--- config.mk ---
export PLATFORM = sky130hd
export DESIGN_NAME = ascii_msg_tx_flat
export DESIGN_NICKNAME = d
export VERILOG_FILES = /design/src/rtl/ascii_pkg.sv /design/src/rtl/ascii_msg_tx_if.sv /design/src/rtl/msg_buffer.sv /design/src/rtl/ascii_msg_tx.sv /design/src/flat_wrapper.sv
export SDC_FILE = /design/constraint.sdc
export NUM_CORES = 1
export LEC_CHECK = 0
export CORE_ASPECT_RATIO = 1.1
export CORE_UTILIZATION = 55
export CTS_CLUSTER_SIZE = 30
export DETAILED_ROUTE_END_ITERATION = 8
export MAX_ROUTING_LAYER = met4
export PLACE_DENSITY_LB_ADDON = 0.25
export SETUP_SLACK_MARGIN = 0.3
export SYNTH_ARGS = -nofsm -noshare
export SYNTH_HDL_FRONTEND = slang
export SYNTH_SLANG_ARGS = --single-unit
export TNS_END_PERCENT = 1
--- constraint.sdc ---
create_clock -name clk -period 4.65 [get_ports clk]
set_input_delay 0.465 -clock clk [delete_from_list [all_inputs] [get_ports clk]]
set_output_delay 0.465 -clock clk [all_outputs]
set_load 0.05 [all_outputs]
--- src/rtl/ascii_pkg.sv ---
// Shared definitions for the ASCII stream blocks (transmitter and pattern detectors).
package ascii_pkg;

    localparam int unsigned CHAR_W = 8;

    localparam logic [CHAR_W-1:0] ASCII_NUL = 8'h00;
    localparam logic [CHAR_W-1:0] ASCII_B   = 8'h42;
    localparam logic [CHAR_W-1:0] ASCII_O   = 8'h4F;
    localparam logic [CHAR_W-1:0] ASCII_M   = 8'h4D;
    localparam logic [CHAR_W-1:0] ASCII_A   = 8'h41;

    typedef enum logic [1:0] {
        StIdle = 2'd0,
        StSend = 2'd1,
        StDone = 2'd2
    } tx_state_t;

    function automatic int unsigned clamp_len(int unsigned len, int unsigned max_len);
        return (len > max_len) ? max_len : len;
    endfunction

endpackage

--- src/rtl/ascii_msg_tx_if.sv ---
// Host-side control and consumer-side stream handshake of the ASCII message transmitter.
interface ascii_msg_tx_if #(
    parameter int unsigned ADDR_W = 4
);
    import ascii_pkg::*;

    logic              wr_en;
    logic [ADDR_W-1:0] wr_addr;
    logic [CHAR_W-1:0] wr_data;
    logic [ADDR_W:0]   len;
    logic              start;
    logic              repeat_en;
    logic              abort;
    logic              ready;
    logic [CHAR_W-1:0] ascii;
    logic              valid;
    logic              busy;
    logic              done;

    modport master (
        output wr_en, wr_addr, wr_data, len, start, repeat_en, abort, ready,
        input  ascii, valid, busy, done
    );

    modport slave (
        input  wr_en, wr_addr, wr_data, len, start, repeat_en, abort, ready,
        output ascii, valid, busy, done
    );

endinterface

--- src/rtl/msg_buffer.sv ---
// DEPTH x 8 message register file: one write port, combinational read port.
module msg_buffer
    import ascii_pkg::*;
#(
    parameter int unsigned       DEPTH     = 16,
    parameter int unsigned       ADDR_W    = 4,
    parameter logic [CHAR_W-1:0] IDLE_CHAR = ASCII_NUL
) (
    input  logic              clk,
    input  logic              rst,
    input  logic              wr_en,
    input  logic [ADDR_W-1:0] wr_addr,
    input  logic [CHAR_W-1:0] wr_data,
    input  logic [ADDR_W-1:0] rd_addr,
    output logic [CHAR_W-1:0] rd_data
);

    logic [CHAR_W-1:0] mem_q [DEPTH];

    always_ff @(posedge clk or posedge rst) begin
        if (rst) begin
            for (int i = 0; i < int'(DEPTH); i++) begin
                mem_q[i] <= IDLE_CHAR;
            end
        end else if (wr_en) begin
            mem_q[wr_addr] <= wr_data;
        end
    end

    assign rd_data = mem_q[rd_addr];

endmodule

--- src/rtl/ascii_msg_tx.sv ---
// Plays a buffered ASCII message out over a valid/ready stream, once or looping until abort.
module ascii_msg_tx
    import ascii_pkg::*;
#(
    parameter int unsigned       DEPTH     = 16,
    parameter int unsigned       ADDR_W    = 4,
    parameter logic [CHAR_W-1:0] IDLE_CHAR = ASCII_NUL
) (
    input logic           clk,
    input logic           rst,
    ascii_msg_tx_if.slave bus
);

    localparam int unsigned LenW = ADDR_W + 1;

    tx_state_t         state_q;
    logic [ADDR_W-1:0] idx_q;
    logic [LenW-1:0]   len_q;
    logic              rep_q;
    logic              valid_q;
    logic              busy_q;
    logic              done_q;

    logic [CHAR_W-1:0] rd_data;
    logic [LenW-1:0]   len_clamped;
    logic              xfer;
    logic              last;

    // Writes only land while idle so a message in flight can never change under the consumer.
    msg_buffer #(
        .DEPTH     (DEPTH),
        .ADDR_W    (ADDR_W),
        .IDLE_CHAR (IDLE_CHAR)
    ) u_buf (
        .clk     (clk),
        .rst     (rst),
        .wr_en   (bus.wr_en & ~busy_q),
        .wr_addr (bus.wr_addr),
        .wr_data (bus.wr_data),
        .rd_addr (idx_q),
        .rd_data (rd_data)
    );

    assign len_clamped = LenW'(clamp_len(32'(bus.len), DEPTH));
    assign xfer        = valid_q & bus.ready;
    assign last        = ({1'b0, idx_q} == (len_q - LenW'(1)));

    always_ff @(posedge clk or posedge rst) begin
        if (rst) begin
            state_q <= StIdle;
            idx_q   <= '0;
            len_q   <= '0;
            rep_q   <= 1'b0;
            valid_q <= 1'b0;
            busy_q  <= 1'b0;
            done_q  <= 1'b0;
        end else begin
            done_q <= 1'b0;
            case (state_q)
                StIdle: begin
                    if (bus.start) begin
                        busy_q <= 1'b1;
                        if (len_clamped != '0) begin
                            len_q   <= len_clamped;
                            rep_q   <= bus.repeat_en;
                            idx_q   <= '0;
                            valid_q <= 1'b1;
                            state_q <= StSend;
                        end else begin
                            done_q  <= 1'b1;
                            state_q <= StDone;
                        end
                    end
                end
                StSend: begin
                    // Abort wins over completion: a coincident last transfer ends without done.
                    if (bus.abort) begin
                        valid_q <= 1'b0;
                        busy_q  <= 1'b0;
                        state_q <= StIdle;
                    end else if (xfer) begin
                        if (!last) begin
                            idx_q <= idx_q + 1'b1;
                        end else if (rep_q) begin
                            idx_q <= '0;
                        end else begin
                            valid_q <= 1'b0;
                            done_q  <= 1'b1;
                            state_q <= StDone;
                        end
                    end
                end
                StDone: begin
                    busy_q  <= 1'b0;
                    state_q <= StIdle;
                end
                default: begin
                    valid_q <= 1'b0;
                    busy_q  <= 1'b0;
                    state_q <= StIdle;
                end
            endcase
        end
    end

    assign bus.valid = valid_q;
    assign bus.ascii = valid_q ? rd_data : IDLE_CHAR;
    assign bus.busy  = busy_q;
    assign bus.done  = done_q;

endmodule
--- src/flat_wrapper.sv ---
// flat-port wrapper written by rule: the top's interface ports become plain ports
module ascii_msg_tx_flat import ascii_pkg::*;
#(
    parameter int unsigned       DEPTH     = 16,
    parameter int unsigned       ADDR_W    = 4,
    parameter logic [CHAR_W-1:0] IDLE_CHAR = ASCII_NUL
)
  (clk, rst, bus_wr_en, bus_wr_addr, bus_wr_data, bus_len, bus_start, bus_repeat_en, bus_abort, bus_ready, bus_ascii, bus_valid, bus_busy, bus_done);
  ascii_msg_tx_if #(.ADDR_W(ADDR_W)) bus_i ();
  input logic clk;
  input logic rst;
  input wire logic [$bits(bus_i.wr_en)-1:0] bus_wr_en;
  input wire logic [$bits(bus_i.wr_addr)-1:0] bus_wr_addr;
  input wire logic [$bits(bus_i.wr_data)-1:0] bus_wr_data;
  input wire logic [$bits(bus_i.len)-1:0] bus_len;
  input wire logic [$bits(bus_i.start)-1:0] bus_start;
  input wire logic [$bits(bus_i.repeat_en)-1:0] bus_repeat_en;
  input wire logic [$bits(bus_i.abort)-1:0] bus_abort;
  input wire logic [$bits(bus_i.ready)-1:0] bus_ready;
  output wire logic [$bits(bus_i.ascii)-1:0] bus_ascii;
  output wire logic [$bits(bus_i.valid)-1:0] bus_valid;
  output wire logic [$bits(bus_i.busy)-1:0] bus_busy;
  output wire logic [$bits(bus_i.done)-1:0] bus_done;
  assign bus_i.wr_en = bus_wr_en;
  assign bus_i.wr_addr = bus_wr_addr;
  assign bus_i.wr_data = bus_wr_data;
  assign bus_i.len = bus_len;
  assign bus_i.start = bus_start;
  assign bus_i.repeat_en = bus_repeat_en;
  assign bus_i.abort = bus_abort;
  assign bus_i.ready = bus_ready;
  assign bus_ascii = bus_i.ascii;
  assign bus_valid = bus_i.valid;
  assign bus_busy = bus_i.busy;
  assign bus_done = bus_i.done;
  ascii_msg_tx #(.DEPTH(DEPTH), .ADDR_W(ADDR_W), .IDLE_CHAR(IDLE_CHAR)) u_core (.clk(clk), .rst(rst), .bus(bus_i));
endmodule
Word level (Yosys, flattened, before mapping) --
Cells that the tools add are included.
Word-level totals: word-level logic and storage cells 95, register bits after elaboration 143, input port bits 24, output and inout port bits 11
Operators by class: magnitude comparators 4, eq/ne operators 12, multiplexer cells 39, bitwise operators 6, reductions and logical operators 9, $add $sub $neg 2
Operators with widths (count):
- bitwise mux 128 bit | 1
- binary-select mux 8 bit (select 4 bit) | 1
- demux 8 bit (select 4 bit) | 1
- 2-to-1 mux 8 bit | 4
- 2-to-1 mux 4 bit | 6
- 2-to-1 mux 1 bit | 14
- 2-to-1 mux 2 bit | 6
- AND reduction 6 bit | 2
- greater-or-equal comparator 5 bit (second input constant) | 2
- inverter 4 -> 5 bit | 2
- inequality test 3 x 2 -> 1 bit (second input constant) | 3
- one-hot mux 4 bit (2 select lines) | 1
- inequality test 2 bit (second input constant) | 3
- == test 4 x 5 -> 1 bit | 1
- > comparator 5 bit (second input constant) | 1
- less-than comparator 5 x 1 -> 1 bit (second input constant) | 1
- 2-to-1 mux 5 bit | 1
- nonzero test 5 bit | 1
- subtractor 5 x 1 -> 5 bit (second input constant) | 1
- adder 4 x 1 -> 4 bit (second input constant) | 1
- inequality test 2 x 1 -> 1 bit (second input constant) | 2
- one-hot mux 1 bit (2 select lines) | 2
- one-hot mux 2 bit (2 select lines) | 1
- AND reduction 4 bit | 1
- other kinds (11) | 13

Logic depth before layout (Yosys ltp) --
Gate-level depths: netlist of run 1.
depth in word-level cells 6, gate-level depth with buffers 8, gate-level depth less buffers 8

Hierarchy --
Synthesis of run 1 repeated with hierarchy kept, for this count alone.
Unflattened totals: cell total of the unflattened synthesis 474, area, all modules 6911.6 um2
Modules (own cells, without submodules):
- msg_buffer | seq. area each 3203.1 um2, cells an instance 369, instances 1, area each 5953.2 um2
- ascii_msg_tx | seq. area each 375.4 um2, cells an instance 105, instances 1, area each 958.4 um2

Least setup slack after synthesis of run 1 --
Ideal clock, no wire load.
path type register to output, start point register u_core.idx_q[0], end point output port bus_ascii[0], path slack 2.215 ns, path buffers 2, required time 4.185 ns, data arrival time 1.970 ns, cell stages (with the launch flop) 6, cells stage by stage dfrtp_1 -> buf_6 -> buf_4 -> mux4_2 -> mux4_2 -> and2_1
Between the ends: cells in the longest elaborated chain, start to end 5
RTL lines:
- from (decl) | line ascii_msg_tx.sv:17 | logic [ADDR_W-1:0] idx_q;
- from (signal assigned) | line ascii_msg_tx.sv:83 | idx_q <= idx_q + 1'b1;
- inverter 4 -> 5 bit (not written as such) | line msg_buffer.sv:30 | assign rd_data = mem_q[rd_addr];
- binary-select mux 8 bit (select 4 bit) | line msg_buffer.sv:30
- 2-to-1 mux 8 bit (not written as such) (2 in series) | line msg_buffer.sv:30
- 2-to-1 mux 8 bit | line ascii_msg_tx.sv:107 | assign bus.ascii = valid_q ? rd_data : IDLE_CHAR;
- to (decl) | line flat_wrapper.sv:20 | output wire logic [$bits(bus_i.ascii)-1:0] bus_ascii;
Every way passes these cells. The select of a mux whose other input is x is not followed.

Worst setup path after layout of run 1 --
start point register u_core.idx_q[0], end point output port bus_ascii[2]
Same word-level chain as after synthesis.

==> metrics.cfg, run 1 <==
[clocking]
clk_path_buf_depth = 2
cts_setup_buffers = 0
clk_latency_ns = 0.43
cts_tree = built
cts_sinks = 143
hold_buffers = 0
ctsResizeCount = 0
root_buffer = clkbuf_16
cts_buffers = 17
htreeDepth = 4
path_clk_slew_ns = 0.06

[layout]
seqCellArea_um2 = 3580
finalNonFillerCells = 643
area_growth_pct = 16.9
drive_gt1_frac = 0.398
diodes = 0
nFillCells = 812
multi_input_area_um2 = 2950
nets = 506

[worst_setup_path]
cpMostUsedCell = mux4_2
start_kind = flop
cp_data_arrival_time_ns = 3.34
required_ns = 4.18
rrSetupSlack_ns = 1.90
crit_type = reg -> out
crit_path_max_incr_delay_ns = 0.76
worstPathMaxFanout = 20
startpoint = u_core.idx_q[0]
worstReg2RegStart = u_core.idx_q[2]
crit_path_top_delay_cell = dfrtp_2
r2r_cells = 7
end_kind = primary output
cp_top_family = multiplexers
timing.rr.end = u_core.idx_q[0]
path_buf_inv = 2
crit_chain = buf_12 > mux4_2 > mux4_2 > and2_1 > clkdlybuf4s50_1

[timing]
fmax_mhz = 263
skew_ns = 0.00495
period_share = 0.817
drv_slew = 0
fin_setup_tns_ns = 0
setup_ws_ns = 0.849
hold_viol = 0
rsz0062_at_grt = no
worstMarginPinSlew_ns = 1.27
max-slew-margin-rel = 0.150
setup_viol = 0
worst_hold_slack_ns = 0.484
finalCriticalPeriod_ns = 3.80

[outcome]
outcome = complete, no violations

[placed_design]
dp_cells = 611
place_ws_ns = 1.28
gp_congestion = 0.793
port_buffers = 34
dpl.hpwl_mm = 8.85

[logic_synthesis]
syn_area_um2 = 6660
syn_avg_cell_area_um2 = 14.9
synth_edf_count = 0
synth-async-reset-ratio = 1.00
ys_warn_count = 0
synth_cells = 447
ys_seq_area_frac = 0.537
yosys_most_used_dff = dfrtp_1
synth_cell_types = 36
synth.net_count = 473
synth_seq_cells = 143

[drt]
via_count = 3899
wirelength_mm = 14.4
dr.pass1.iters = 4
drc_errors = 0
dr.first_iter.drc_count = 240
drtAntennaViolNets = 0
viasPerCell = 6.06
avgRoutedWirePerCell_um = 22.4

[grt]
grt.total_usage = 0.265
grt_overflow = 0
grt_max_degree = 122
grt_pass1_vias = 4110
grt_pass1_wl_mm = 23.1
antenna_found_initial = 0

[floorplan]
die_area_um2 = 12600
core_area_um2 = 11600
die_y_um = 117
num_io_pins = 35
core.rowCount = 41
die_x_um = 107
initial_core_util = 0.572

[worst_hold_path]
hold_path_class = reg -> reg
hold-path-endpoint = u_core.u_buf.mem_q[12]
worstHoldStart = u_core.u_buf.mem_q[12]
hold_depth = 1

[power]
power_leakage_nw = 3.43
p_per_area_nw_per_um2 = 588
ir_drop_v = 0.000310

[run]
drv_cap = 0

[per-stage QoR]
stage                     total power [W]  utilization  cell area (um2)
after floorplan                   0.00278            -             6660
after global placement            0.00305        0.612             7130
after detailed placement          0.00309        0.612             7130
after CTS                         0.00461        0.669             7790
after global routing              0.00479        0.669             7790
final                             0.00458        0.669             7790
[how the worst max path moves through the flow]
| stage | endpoint | slack (ns) | depth (start not counted) |
|---|---|---|---|
| after floorplan | u_core.bus.busy | 0.35 | 1 |
| after global placement | bus_ascii[2] | 1.28 | 5 |
| after detailed placement | bus_ascii[2] | 1.28 | 5 |
| after CTS | bus_ascii[2] | 0.80 | 5 |
| after global routing | bus_ascii[2] | 0.70 | 5 |
| final | bus_ascii[2] | 0.85 | 5 |
[worst register-to-register path: stages, from the launching register on]
cell      delay (ns)
dfrtp_1         0.82
buf_12          0.28
inv_1           0.11
nor4_1          0.38
o311ai_1        0.19
o21ai_1         0.27
and2_1          0.24
mux2_2          0.35
[layout make-up]
class,instances,area share
clock buffers,22,0.0609
well taps,150,0.0241
repair buffers,38,0.0508
inverters,4,0.00257
multi-input cells,276,0.379
clock inverters,10,0.0235
flip-flops and latches,143,0.460
[flip-flops by register name (all words and copies together), names as in the netlist]
signal              flops
u_core.state_q          2
u_core.u_buf.mem_q    128
u_core.bus.busy         1
u_core.bus.done         1
u_core.idx_q            4
u_core.bus.valid        1
u_core.len_q            5
u_core.rep_q            1
[routing by layer]
layer,up-vias,track usage,part of all wire
met2,98,0.402,0.51
met4,0,0.0839,0.016
met3,25,0.0717,0.050
met1,2056,0.348,0.43
li1,1720,-,-
met5,-,-,0
[layout by cell type, fill, tap and decap left out, types with 2 or more instances in the layout]
cell,n
dfrtp_1,142
mux2_2,118
mux4_2,40
clkdlybuf4s50_1,34
nand2_1,27
clkbuf_16,17
nor2_1,12
mux2_1,12
and2_1,9
nor2b_1,8
nor3_1,7
o21ai_0,7
nand3_1,5
nand2b_1,5
bufinv_16,5
a21oi_1,4
inv_1,3
xnor2_1,3
clkbuf_8,3
clkinvlp_4,3
xor2_1,2
nor3_2,2
ha_1,2
clkbuf_1,2
clkinv_2,2
buf_4,2
buf_12,2
[where the power goes]
group | total (W) | internal (W) | switching, W | leakage, nW
sequential | 0.00187 | 0.00159 | 0.000285 | 1.85
combinational | 0.00120 | 0.000724 | 0.000475 | 1.27
clock | 0.00151 | 0.000992 | 0.000513 | 0.312
total | 0.00458 | 0.00330 | 0.00127 | 3.43
[Yosys cell counts, drive strengths merged (2+ instances only)]
library cell	instances	area [um2]
nor3	9	55.1
dfrtp	143	3580
mux2	130	1460
inv	4	15.0
clkbuf	16	60.1
nor2b	8	50.1
mux4	40	901
and2	9	56.3
nand2b	5	31.3
buf	8	61.3
xnor2	3	26.3
o21ai	8	40.0
ha	2	25.0
nor2	12	45.0
nand2	27	101
a21oi	4	20.0
xor2	2	17.5
nand3	5	25.0
[cells by family after synthesis]
logic type	count (synthesis)	share of synthesized area
AOI/OAI and AO/OA	19	0.0173
xor gates and xnor gates	5	0.00657
adders and majority gates	2	0.00375
buffers and inverters	28	0.0205
DFF	143	0.537
muxes	170	0.355
and+or+nand+nor	80	0.0601
Power figures use the tool's default switching activity.
==> run 2, diff against run 1 <==
==> constraint.sdc (replaced) <==
create_clock -name clk -period 3.6 [get_ports clk]
set_input_delay 0.36 -clock clk [delete_from_list [all_inputs] [get_ports clk]]
set_output_delay 0.36 -clock clk [all_outputs]
set_load 0.05 [all_outputs]
==> metrics.cfg, run 2 (same netlist as run 1, synthesis figures left out) <==
[worst_setup_path]
worstPathMaxFanout = 26  ; was 20
crit_type = reg -> out  ; unchanged
worstReg2RegStart = u_core.idx_q[2]  ; unchanged
startpoint = u_core.idx_q[2]  ; was u_core.idx_q[0]
cpMostUsedCell = mux4_2  ; unchanged
crit_path_max_incr_delay_ns = 0.67  ; was 0.76 ns
cp_data_arrival_time_ns = 2.85  ; was 3.34 ns
path_buf_inv = 2  ; unchanged
cp_top_family = multiplexers  ; unchanged
crit_chain = buf_6 > mux4_2 > mux4_2 > and2_1 > buf_4  ; was buf_12 > mux4_2 > mux4_2 > and2_1 > clkdlybuf4s50_1
required_ns = 3.24  ; was 4.18 ns
crit_path_top_delay_cell = dfrtp_1  ; was dfrtp_2
end_kind = primary output  ; unchanged
start_kind = flop  ; unchanged

[layout]
drive_gt1_frac = 0.417  ; was 0.398
area_growth_pct = 16.6  ; was 16.9%
multi_input_area_um2 = 2950  ; unchanged
mostFrequentLayoutCell = dfrtp_1  ; unchanged
largest_register_ffs = 128  ; unchanged
nets = 516  ; was 506
seqCellArea_um2 = 3580  ; unchanged
top_register = u_core.u_buf.mem_q  ; unchanged
nFillCells = 797  ; was 812
diodes = 0  ; unchanged
finish.instance_area_um2 = 7770  ; was 7790 um2
final_cell_mix = dfrtp_1 (142), mux2_2 (118), mux4_2 (40), nand2_1 (27), clkdlybuf4s50_1 (27)  ; was dfrtp_1 (142), mux2_2 (118), mux4_2 (40), clkdlybuf4s50_1 (34), nand2_1 (27)
reg_top3 = u_core.u_buf.mem_q (128), u_core.len_q (5), u_core.idx_q (4)  ; unchanged

[power]
switching_share = 0.284  ; was 0.278
p_int_w = 0.00407  ; was 0.00330 W
power_leakage_nw = 3.48  ; was 3.43 nW
combPwrFrac = 0.278  ; was 0.262
p_per_area_nw_per_um2 = 732  ; was 588 nW/um2
pwr-share-clk = 0.301  ; was 0.329
p_seq_frac = 0.421  ; was 0.409
ir_drop_v = 0.000363  ; was 0.000310 V
p_switching_w = 0.00161  ; was 0.00127 W

[timing]
max-slew-margin-rel = 0.407  ; was 0.150
skew_ns = 0.00437  ; was 0.00495 ns
fin_setup_tns_ns = 0  ; unchanged
worstMarginPinSlew_ns = 0.888  ; was 1.27 ns
setup_viol = 0  ; unchanged
rsz0062_at_grt = yes  ; was no
finalCriticalPeriod_ns = 3.21
drv_slew = 0  ; unchanged
period_share = 0.890
fmax_mhz = 312
hold_viol = 0  ; unchanged

[floorplan]
core.rowCount = 41  ; unchanged
initial_core_util = 0.572  ; unchanged
die_area_um2 = 12600  ; unchanged
num_io_pins = 35  ; unchanged
die_y_um = 117  ; unchanged
die_x_um = 107  ; unchanged
core_area_um2 = 11600  ; unchanged

[drt]
avgRoutedWirePerCell_um = 22.9  ; was 22.4 um
dr.pass1.iters = 4  ; unchanged
viasPerCell = 6.19  ; was 6.06
via_count = 4028  ; was 3899
dr.first_iter.drc_count = 226  ; was 240
drc_errors = 0  ; unchanged
drtAntennaViolNets = 0  ; unchanged
wirelength_mm = 14.9  ; was 14.4 mm

[grt]
grt_pass1_vias = 4403  ; was 4110
antenna_found_initial = 0  ; unchanged
grt_pass1_wl_mm = 24.5  ; was 23.1 mm
grt.total_usage = 0.275  ; was 0.265
grt_max_degree = 41  ; was 122
grt_overflow = 0  ; unchanged

[outcome]
outcome = complete, no violations  ; unchanged

[clocking]
cts_sinks = 143  ; unchanged
clk_latency_ns = 0.42  ; was 0.43 ns
htreeDepth = 4  ; unchanged
path_clk_slew_ns = 0.06  ; about the same
cts_setup_buffers = 0  ; unchanged
clk_path_buf_depth = 2  ; unchanged
cts_buffers = 17  ; unchanged
cts_tree = built  ; unchanged
root_buffer = clkbuf_16  ; unchanged

[placed_design]
dpl.hpwl_mm = 9.74  ; was 8.85 mm
port_buffers = 34  ; unchanged
gp_congestion = 0.769  ; was 0.793
place_area_um2 = 7180  ; was 7130 um2

[worst_hold_path]
hold_path_class = in -> async  ; was reg -> reg

[run]
drv_cap = 0  ; unchanged

## run 2: changes by cell type in the layout (fill, tap and decap cells not counted)
cell | previous run | this run
inv_6 | 1 | 0
clkinv_4 | 0 | 1
clkinvlp_4 | 3 | 1
buf_4 | 2 | 17
clkbuf_1 | 2 | 3
dlymetal6s2s_1 | 0 | 1
buf_12 | 2 | 1
clkbuf_8 | 3 | 5
buf_6 | 0 | 2
bufinv_16 | 5 | 2
clkdlybuf4s50_1 | 34 | 27
## run 2: worst reg2reg max path: cells and delay by family (launching register included)
kind | cells | cell delay [ns]
multiplexers | 1 | 0.35
flip-flops | 1 | 0.67
AO/OA/AOI/OAI | 2 | 0.52
buffers and inverters | 2 | 0.49
AND/OR/NAND/NOR | 2 | 0.65
## run 2: worst paths after layout
path / slack [ns] / depth (start not counted) / to
max in group asynchronous: 2.35 / 3 / u_core.u_buf.mem_q[107]
worst min-delay path: 0.47 / 2 / u_core.u_buf.mem_q[73]
worst min register to register: 0.48 / 1 / u_core.u_buf.mem_q[15]
min in group clk: 0.48 / 1 / u_core.u_buf.mem_q[15]
worst max register to register: 0.81 / 7 / u_core.idx_q[0]
worst max-delay path: 0.39 / 5 / bus_ascii[6]
## run 2: through the flow
step / setup slack (ns) / cells / util / power (W) / hold slack [ns]
global placement: 0.742 / 621 / 0.616 / 0.00391 / 0.467
CTS: 0.351 / 651 / 0.667 / 0.00573 / 0.483
global route: 0.300 / 651 / 0.667 / 0.00597 / 0.501
detailed placement: 0.703 / 621 / 0.616 / 0.00399 / 0.471
floorplan: 1.27 / 447 / - / 0.00360 / 0.440
finish: 0.395 / 651 / 0.667 / 0.00569 / 0.469
## run 2: timing repair
item,4_1_cts,5_1_grt
hold buffers,0,0
endpoints found under the setup margin,5,2
endpoints found under the hold margin,0,0
resized for setup,2,1
## run 2: layer usage
layer	GRT usage	wire, um	vias to the layer above
met4	0.100	388	0
met2	0.429	7550	118
li1	-	-	1744
met1	0.349	6140	2135
met3	0.0689	792	31
met5	-	0	-
## run 2: area by class of cell
| class | instances | area share |
|---|---|---|
| sequential | 143 | 0.461 |
| clock inverter | 5 | 0.0101 |
| timing repair buffer | 48 | 0.0583 |
| multi-input combinational | 276 | 0.379 |
| inverter | 4 | 0.00241 |
| clock buffer | 25 | 0.0650 |
| tap | 150 | 0.0241 |
## run 2: power groups by stage
stage               clock network (W)  registers [W]  logic (W)
floorplan                           0        0.00225    0.00135
finish                        0.00171        0.00239    0.00158
CTS                           0.00174        0.00239    0.00160
global placement                    0        0.00239    0.00152
detailed placement                  0        0.00241    0.00158
global route                  0.00182        0.00245    0.00170
==> run 3, diff against run 2 <==
--- a/config.mk
+++ b/config.mk
@@ -5,8 +5,9 @@
 export SDC_FILE = /design/constraint.sdc
 export NUM_CORES = 1
 export LEC_CHECK = 0
+export CAP_MARGIN = 20
 export CORE_ASPECT_RATIO = 1.1
-export CORE_UTILIZATION = 55
+export CORE_UTILIZATION = 35
 export CTS_CLUSTER_SIZE = 30
 export DETAILED_ROUTE_END_ITERATION = 8
 export MAX_ROUTING_LAYER = met4
==> metrics.cfg, run 3 (same netlist as run 1, synthesis figures left out) <==
[outcome]
outcome = complete, no violations  ; unchanged

[drt]
wirelength_mm = 15.3  ; was 14.9 mm
avgRoutedWirePerCell_um = 20.4  ; was 22.9 um
dr.first_iter.drc_count = 266  ; was 226
viasPerCell = 5.24  ; was 6.19
drc_errors = 0  ; unchanged
dr.pass1.iters = 4  ; unchanged
via_count = 3912  ; was 4028
drtAntennaViolNets = 0  ; unchanged

[worst_hold_path]
hold_path_class = in -> async  ; unchanged

[placed_design]
place_area_um2 = 7320  ; was 7180 um2
gp_congestion = 0.762  ; was 0.769
dpl.hpwl_mm = 10.3  ; was 9.74 mm
port_buffers = 34  ; unchanged

[timing]
fin_setup_tns_ns = 0  ; unchanged
skew_ns = 0.00679  ; was 0.00437 ns
fmax_mhz = 328  ; was 312 MHz
worstMarginPinSlew_ns = 0.830  ; was 0.888 ns
finalCriticalPeriod_ns = 3.05  ; was 3.21 ns
drv_slew = 0  ; unchanged
period_share = 0.846  ; was 0.890
max-slew-margin-rel = 0.447  ; was 0.407
setup_viol = 0  ; unchanged
rsz0062_at_grt = no  ; was yes
hold_viol = 0  ; unchanged

[layout]
diodes = 0  ; unchanged
top_register = u_core.u_buf.mem_q  ; unchanged
reg_top3 = u_core.u_buf.mem_q (128), u_core.len_q (5), u_core.idx_q (4)  ; unchanged
final_cell_mix = dfrtp_1 (142), mux2_2 (118), mux4_2 (40), nand2_1 (27), clkdlybuf4s50_1 (26)  ; was dfrtp_1 (142), mux2_2 (118), mux4_2 (40), nand2_1 (27), clkdlybuf4s50_1 (27)
mostFrequentLayoutCell = dfrtp_1  ; unchanged
nets = 517  ; was 516
drive_gt1_frac = 0.431  ; was 0.417
area_growth_pct = 20.2  ; was 16.6%
finish.instance_area_um2 = 8010  ; was 7770 um2
largest_register_ffs = 128  ; unchanged

[clocking]
clk_path_buf_depth = 2  ; unchanged
path_clk_slew_ns = 0.06  ; about the same
cts_sinks = 143  ; unchanged
cts_buffers = 17  ; unchanged
htreeDepth = 4  ; unchanged
cts_tree = built  ; unchanged
clk_latency_ns = 0.42  ; about the same
root_buffer = clkbuf_16  ; unchanged

[grt]
grt_overflow = 0  ; unchanged
grt_pass1_wl_mm = 24.6  ; was 24.5 mm
grt_max_degree = 85  ; was 41
antenna_found_initial = 0  ; unchanged
grt.total_usage = 0.177  ; was 0.275
grt_pass1_vias = 4331  ; was 4403

[floorplan]
core_area_um2 = 18500  ; was 11600 um2
num_io_pins = 35  ; unchanged
initial_core_util = 0.359  ; was 0.572
core.rowCount = 52  ; was 41
die_x_um = 134  ; was 107 um
die_y_um = 147  ; was 117 um
die_area_um2 = 19600  ; was 12600 um2

[worst_setup_path]
worstPathMaxFanout = 15  ; was 26
end_kind = primary output  ; unchanged
required_ns = 3.24  ; about the same
cp_data_arrival_time_ns = 2.69  ; was 2.85 ns
crit_type = reg -> out  ; unchanged
start_kind = flop  ; unchanged

[power]
ir_drop_v = 0.000331  ; was 0.000363 V
power_leakage_nw = 3.53  ; was 3.48 nW
p_int_w = 0.00436  ; was 0.00407 W
pwr-share-clk = 0.335  ; was 0.301
p_seq_frac = 0.394  ; was 0.421
combPwrFrac = 0.271  ; was 0.278
p_switching_w = 0.00165  ; was 0.00161 W
switching_share = 0.275  ; was 0.284
p_per_area_nw_per_um2 = 751  ; was 732 nW/um2

[run]
drv_cap = 0  ; unchanged

## run 3: layout make-up
type | count | area, um2
clock buffers | 21 | 480
clock inverters | 11 | 208
fillers | 1662 | 10500
inverters | 4 | 18.8
multi-input cells | 276 | 2950
flip-flops and latches | 143 | 3580
well taps | 243 | 304
repair buffers | 49 | 470
## run 3: timing repair
| item | in CTS | in global routing |
|---|---|---|
| hold buffers | 0 | 0 |
| gates resized for setup | 0 | 1 |
| endpoints found under the setup margin | 0 | 2 |
| buffers inserted | 0 | 0 |
## run 3: power by group through the flow
stage	Sequential (W)	Clock, W	Combinational [W]
floorplan	0.00225	0	0.00135
global placement	0.00239	0	0.00161
detailed placement	0.00240	0	0.00165
CTS	0.00237	0.00206	0.00165
global route	0.00245	0.00213	0.00176
finish	0.00237	0.00201	0.00163
## run 3: path summary, 6_finish.rpt
path                                         start                      end  slack [ns]  cells past startpoint
setup / recovery                   u_core.idx_q[0]             bus_ascii[4]        0.55                      5
hold / removal                                 rst   u_core.u_buf.mem_q[81]        0.23                      2
setup reg to reg                   u_core.idx_q[2]          u_core.idx_q[0]        1.09                      7
hold reg to reg            u_core.u_buf.mem_q[102]  u_core.u_buf.mem_q[102]        0.48                      1
max in group asynchronous                      rst   u_core.u_buf.mem_q[47]        2.70                      3
min in group clk           u_core.u_buf.mem_q[102]  u_core.u_buf.mem_q[102]        0.48                      1
## run 3: worst max-delay path, cell delays in order, from the launching register on
cell and delay [ns]:
dfrtp_4 0.63, buf_4 0.29, mux4_2 0.52, mux4_2 0.47, and2_1 0.17, buf_4 0.18
## run 3: routing by layer
metal	vias up	global-route usage	wire length (um)
li1	1736	-	-
met4	0	0.0636	308
met1	2066	0.218	6570
met5	-	-	0
met2	83	0.281	7650
met3	27	0.0459	724
## run 3: through the flow
step	total power, W	std cells	hold WS [ns]	utilization	setup slack, ns
2_1_floorplan	0.00360	447	0.440	-	1.27
3_3_place_gp	0.00400	715	0.466	0.395	0.822
3_5_place_dp	0.00405	715	0.474	0.395	0.794
4_1_cts	0.00608	747	0.228	0.432	0.352
5_1_grt	0.00633	747	0.241	0.432	0.411
6_report	0.00601	747	0.227	0.432	0.554
